<file path="config.mk">
export PLATFORM = sky130hd
export DESIGN_NAME = alu_arbiter
export DESIGN_NICKNAME = d
export VERILOG_FILES = /design/src/rtl/alu_arbiter.sv
export SDC_FILE = /design/constraint.sdc
export NUM_CORES = 1
export LEC_CHECK = 0
export ABC_CLOCK_PERIOD_IN_PS = 3380
export BUFFER_PORTS_ARGS = -buffer_cell sky130_fd_sc_hd__buf_2
export CELL_PAD_IN_SITES_DETAIL_PLACEMENT = 1
export CELL_PAD_IN_SITES_GLOBAL_PLACEMENT = 1
export CORE_ASPECT_RATIO = 1.1
export CORE_MARGIN = 2
export CORE_UTILIZATION = 35
export CTS_BUF_LIST = sky130_fd_sc_hd__clkbuf_4 sky130_fd_sc_hd__clkbuf_8 sky130_fd_sc_hd__clkbuf_16
export DETAILED_ROUTE_END_ITERATION = 12
export HOLD_SLACK_MARGIN = 0.02
export PLACE_DENSITY_LB_ADDON = 0.25
export RECOVER_POWER = 50
export SKIP_CTS_REPAIR_TIMING = 1
export SYNTH_ARGS = -nofsm -noshare
export SYNTH_HDL_FRONTEND = slang
export SYNTH_SLANG_ARGS = --single-unit
</file>
<file path="constraint.sdc">
create_clock -name clk -period 3.38 [get_ports clk]
set_clock_uncertainty 0.1 [all_clocks]
set_input_delay 0.845 -clock clk [delete_from_list [all_inputs] [get_ports clk]]
set_output_delay 0.845 -clock clk [all_outputs]
set_load 0.02 [all_outputs]
</file>
<file path="src/rtl/alu_arbiter.sv">
// Two-requester front end for one shared external ALU.
// Only one operation is in flight at a time; ties go to whichever requester was not served last.
module alu_arbiter #(
  parameter int WIDTH = 32
) (
  input  logic             clk,
  input  logic             rst_n,
  input  logic             req0_valid,
  output logic             req0_ready,
  input  logic [3:0]       req0_con,
  input  logic [WIDTH-1:0] req0_a,
  input  logic [WIDTH-1:0] req0_b,
  input  logic             req1_valid,
  output logic             req1_ready,
  input  logic [3:0]       req1_con,
  input  logic [WIDTH-1:0] req1_a,
  input  logic [WIDTH-1:0] req1_b,
  output logic             resp0_valid,
  input  logic             resp0_ready,
  output logic             resp1_valid,
  input  logic             resp1_ready,
  output logic [WIDTH-1:0] resp_out,
  output logic             resp_zero,
  output logic [3:0]       alu_con,
  output logic [WIDTH-1:0] alu_a,
  output logic [WIDTH-1:0] alu_b,
  input  logic [WIDTH-1:0] alu_out,
  input  logic             alu_zero,
  output logic             busy
);

  typedef enum logic [1:0] {
    IDLE = 2'd0,
    EXEC = 2'd1,
    RESP = 2'd2
  } state_t;

  state_t           state_r;
  state_t           state_nxt_s;
  logic             last_grant_r;
  logic             gnt_r;
  logic             grant_s;
  logic             idle_s;
  logic             hs_s;
  logic             resp_take_s;
  logic [3:0]       con_r;
  logic [WIDTH-1:0] a_r;
  logic [WIDTH-1:0] b_r;
  logic [WIDTH-1:0] resp_out_r;
  logic             resp_zero_r;

  // Arbitration: a tie goes to the requester not granted last time
  always_comb begin
    grant_s = 1'b0;
    if (req0_valid && req1_valid) begin
      grant_s = ~last_grant_r;
    end else if (req1_valid) begin
      grant_s = 1'b1;
    end else begin
      grant_s = 1'b0;
    end
  end

  // rst_n gating keeps the ready outputs low while reset is held
  assign idle_s      = (state_r == IDLE) && rst_n;
  assign req0_ready  = idle_s && req0_valid && !grant_s;
  assign req1_ready  = idle_s && req1_valid && grant_s;
  assign hs_s        = req0_ready || req1_ready;
  assign resp_take_s = gnt_r ? resp1_ready : resp0_ready;

  // Next-state logic
  always_comb begin
    state_nxt_s = state_r;
    case (state_r)
      IDLE: begin
        if (hs_s) begin
          state_nxt_s = EXEC;
        end else begin
          state_nxt_s = IDLE;
        end
      end
      EXEC: state_nxt_s = RESP;
      RESP: begin
        if (resp_take_s) begin
          state_nxt_s = IDLE;
        end else begin
          state_nxt_s = RESP;
        end
      end
      default: state_nxt_s = IDLE;
    endcase
  end

  // State register
  always_ff @(posedge clk or negedge rst_n) begin
    if (!rst_n) begin
      state_r <= IDLE;
    end else begin
      state_r <= state_nxt_s;
    end
  end

  // Operand latch on handshake, result capture at the end of EXEC, grant history on completion
  always_ff @(posedge clk or negedge rst_n) begin
    if (!rst_n) begin
      last_grant_r <= 1'b1;
      gnt_r        <= 1'b0;
      con_r        <= 4'd0;
      a_r          <= '0;
      b_r          <= '0;
      resp_out_r   <= '0;
      resp_zero_r  <= 1'b0;
    end else begin
      case (state_r)
        IDLE: begin
          if (hs_s) begin
            gnt_r <= grant_s;
            con_r <= grant_s ? req1_con : req0_con;
            a_r   <= grant_s ? req1_a   : req0_a;
            b_r   <= grant_s ? req1_b   : req0_b;
          end
        end
        EXEC: begin
          resp_out_r  <= alu_out;
          resp_zero_r <= alu_zero;
        end
        RESP: begin
          if (resp_take_s) begin
            last_grant_r <= gnt_r;
          end
        end
        default: begin
          gnt_r <= gnt_r;
        end
      endcase
    end
  end

  // ALU port is driven only while the operation executes
  always_comb begin
    alu_con = 4'd0;
    alu_a   = '0;
    alu_b   = '0;
    if (state_r == EXEC) begin
      alu_con = con_r;
      alu_a   = a_r;
      alu_b   = b_r;
    end else begin
      alu_con = 4'd0;
      alu_a   = '0;
      alu_b   = '0;
    end
  end

  assign resp0_valid = (state_r == RESP) && !gnt_r;
  assign resp1_valid = (state_r == RESP) && gnt_r;
  assign resp_out    = resp_out_r;
  assign resp_zero   = resp_zero_r;
  assign busy        = (state_r != IDLE);

endmodule

</file>
After elaboration in Yosys (flattened, before gate mapping)

Cells that the tools add are included.

Register bits: 105
Input bits: 175
Output and inout port bits: 106
Word-level logic and storage cells: 38

Eq/ne operators: 2
Mux-type cells: 12
Bitwise operators: 1
Reduce and logical (&&, ||, !) cells: 15

Operators with widths:

| kind                 | number |
|---|---|
| $mux W32             | 4 |
| $logic_and A1 B1 Y1  | 8 |
| $mux W4              | 2 |
| $pmux W2 S3          | 1 |
| $mux W1              | 4 |
| $reduce_and A2 Y1    | 2 |
| $eq A2 B1 Y1 const B | 1 |
| $eq A2 B2 Y1 const B | 1 |
| $logic_not A1 Y1     | 2 |
| $logic_not A2 Y1     | 1 |
| $mux W2              | 1 |
| $reduce_bool A2 Y1   | 1 |
| $logic_or A1 B1 Y1   | 1 |
| $not A1 Y1           | 1 |

Logic depth before layout (Yosys ltp)

Depth in word-level cells: 7
Gate-level depth with buffers: 6
Mapped depth without buffers: 3

Least setup slack after synthesis

No wires, ideal clock.

Path type: input -> output
Start: input rst_n
End: output req0_ready
Arrival: 1528 ps
Required time: 2435 ps
Slack: 907 ps
Stages on the path: 4
Path buffers: 1
Cell sequence: nor3b_2 > nand3_1 > buf_2 > inv_1

Longest elaborated chain between the ends: 3

Ends and longest elaborated chain:

| what                             | line | text |
|---|---|---|
| start, declared                  | 7    | `input logic rst_n,` |
| $logic_and A1 B1 Y1              | 65   | `assign idle_s = (state_r == IDLE) && rst_n;` |
| $logic_and A1 B1 Y1 (2 in a row) | 66   | `assign req0_ready = idle_s && req0_valid && !grant_s;` |
| end, declared                    | 9    | `output logic req0_ready,` |

No other way between the ends.

Final worst setup path

Start: register state_r[0]
End: output alu_b[13]

Longest elaborated chain between the ends: 2

Ends and longest elaborated chain:

| what                   | line | text |
|---|---|---|
| start, declared        | 38   | `state_t state_r;` |
| start signal, assigned | 99   | `state_r <= state_nxt_s;` |
| $eq A2 B1 Y1           | 144  | `if (state_r == EXEC) begin` |
| $mux W32               | 144  |  |
| end, declared          | 26   | `output logic [WIDTH-1:0] alu_b,` |

No other way between the ends.

==> metrics.md <==
| Metric | Value |
|---|---|
| Crit Path Category | flop to primary output |
| Violated checks | capacitance limit, slew limit |
| Fmax | 353 MHz |
| Vias in the first global route | 4629 |
| Area grow syn2layout | 36.9% |
| Pin count of the biggest net entering global routing | 81 |
| Max IR drop VDD | 330 µV |
| Final net count | 837 |
| RSZ-0062 raised after global routing | false |
| Maxcap violations | 1 |
| DR vias/cell | 5.04 |
| Post-synthesis cell count | 403 |
| Sequential-to-total area share from yosys stat | 53.0% |
| Critical Path End Type | primary output |
| Core Util, Final | 49.0% |
| Number of synthesized register bits | 105 |
| Setup Viol. Count Final | 0 |
| Clk sinks | 105 |
| DRT iter0 DRCs | 210 |
| Crit path launch type | flop |
| Core area | 13900 µm² |
| Setup TNS | 0 ns |
| DIE AREA | 15100 µm² |
| Post-synthesis cell type count | 27 |
| Area leader, netlist | dfrtp_1 |
| P per Cell Area | 861 nW/µm² |
| Rows | 45 |
| Initial antenna violation count | 1 |
| Gp weighted congestion | 0.769 |
| Clock slew at reported path FFs | 0.07 ns |
| Syn nets | 578 |
| Drt wl/cell | 19.0 µm |
| Ant. Diodes | 0 |
| Global-route usage over all layers | 21.3% |
| Drt pass-1 iters | 4 |
| Static Leak | 0.00315 µW |
| Ys Warns | 0 |
| Port bufs | 280 |
| Htree depth | 3 |
| DIE WIDTH | 117 µm |
| DRC Markers | 0 |
| Worst-Margin Slew | 2.07 ns |
| Slowest stage cell, crit path | dfrtp_1 |
| DP Worst Slack | 0.877 ns |
| Arrival @ worst endpoint | 1.89 ns |
| Skew-Pair Late Insertion Delay | 0.34 ns |
| Synthesized area | 4960 µm² |
| CTS Buf Count | 9 |
| Biggest cell delay along the critical path | 0.43 ns |
| Outcome | finished, violations left |
| First-pass GRT wire length | 25.5 mm |
| Maximum clock insertion buffer count | 2 |
| Share of cells above drive strength 1 | 54.4% |
| Worst-path maximum fanout | 64 |
| HP Class | flop to flop |
| Starting Density | 35.8% |
| Die height | 129 µm |
| Crit share post-route | 83.8% |
| Post-DP HPWL | 11.6 mm |
| Routed wire length | 16.3 mm |
| Top cell type's share of synthesized area | 52.5% |
| Post-route ant nets | 0 |
| Area contributors post-synth | dfrtp_1 52%, o221a_2 15%, and2_1 8.7% |
| Final Hold Fails | 0 |
| Top Ports | 281 |
| Final worst-path setup slack | 0.548 ns |
| Vias | 4306 |
| Gr ovfl total | 0 |
| Worst-path cell chain | nor2b_4 -> buf_12 -> and2_1 -> buf_2 |
| Root buf cell | clkbuf_16 |
| Crit path time final | 2.83 ns |
| CP required | 2.43 ns |
| Total power | 5850 µW |
| TritonCTS clock tree | built |
| Rel. slew slack | -38.0% |
| Family with the most delay on the worst path | simple AND/OR/NAND/NOR gates |
| Average size of a mapped cell | 12.3 µm² |
| Final Max Tran Viols | 81 |
| CP bufs+invs | 2 |
routing by layer:
metal  share of wire, %  track usage (%)
met1                 42             26.1
met2                 49             37.5
met3                7.0             5.19
met4                1.9             6.80
met5              0.098                0
final cells by class:
cell class	count	area, µm²
inverter	2	7.51
tap	188	235
clock buffer	11	246
timing repair buffer	288	1440
fill	1627	7060
clock inverter	5	87.6
multi-input combinational	256	2150
sequential	105	2630
through the flow:
step	std cells	area [µm²]	hold slack (ns)
6_report	855	6790	0.394
3_3_place_gp	839	6510	0.362
5_1_grt	855	6790	0.422
4_1_cts	855	6840	0.394
3_5_place_dp	839	6510	0.377
2_1_floorplan	403	4960	0.372
cell families (layout without fill, tap and decap cells):
kind of cell	count (synthesis)	in the layout	synth area share [%]
compound gates	73	73	16.2
simple gates	149	149	19.1
flops	105	105	53.0
mux	34	34	7.70
buf+inv	42	306	3.99
final timing paths:
path                       depth (start not counted)                startpoint                       end  slack (ns)
max                                                4      state_r[0]$_DFF_PN0_                 alu_b[13]        0.55
max reg2reg                                        4      state_r[1]$_DFF_PN0_       a_r[20]$_DFFE_PN0P_        1.36
min reg2reg                                        1  resp_out[28]$_DFFE_PN0N_  resp_out[28]$_DFFE_PN0N_        0.39
max in group asynchronous                          2                     rst_n       b_r[18]$_DFFE_PN0P_        0.70
min in group asynchronous                          2                     rst_n       a_r[19]$_DFFE_PN0P_        0.94
min                                                1  resp_out[28]$_DFFE_PN0N_  resp_out[28]$_DFFE_PN0N_        0.39
power by group:
group	internal, µW	switching (µW)	leakage [µW]
sequential	1870	336	0.00117
clock	685	483	0.000161
combinational	1110	1360	0.00181
cell usage in the layout (no fill, tap or decap), types with 2 or more instances in the layout:
cell / instances
buf_4: 4
nand2b_1: 2
mux2_2: 18
o221a_2: 68
and2_1: 68
bufinv_16: 2
or3_1: 68
buf_12: 2
clkbuf_16: 9
buf_2: 246
dfrtp_1: 104
nor2_1: 3
mux2_1: 15
inv_1: 2
clkbuf_1: 35
sequential cells by signal (all words and copies together), names as in the netlist:
register and count:
resp_zero 1, con_r 4, b_r 32, gnt_r 1, state_r 2, last_grant_r 1, resp_out 32, a_r 32
synthesized netlist by cell type (all sizes together):
| cell | number |
|---|---|
| nand2 | 1 |
| nand2b | 2 |
| dfrtp | 104 |
| nand3 | 1 |
| dfstp | 1 |
| mux2 | 33 |
| a21o | 1 |
| and2 | 69 |
| or2 | 1 |
| nor2 | 3 |
| nor3b | 1 |
| clkbuf | 27 |
| o2bb2ai | 1 |
| a21oi | 1 |
| inv | 2 |
| o221a | 68 |
| nand4bb | 1 |
| o21a | 1 |
| or3 | 68 |
| a21boi | 1 |
| nor2b | 2 |
| buf | 13 |
| mux2i | 1 |
Note: power is estimated with default switching activity, not from simulation.
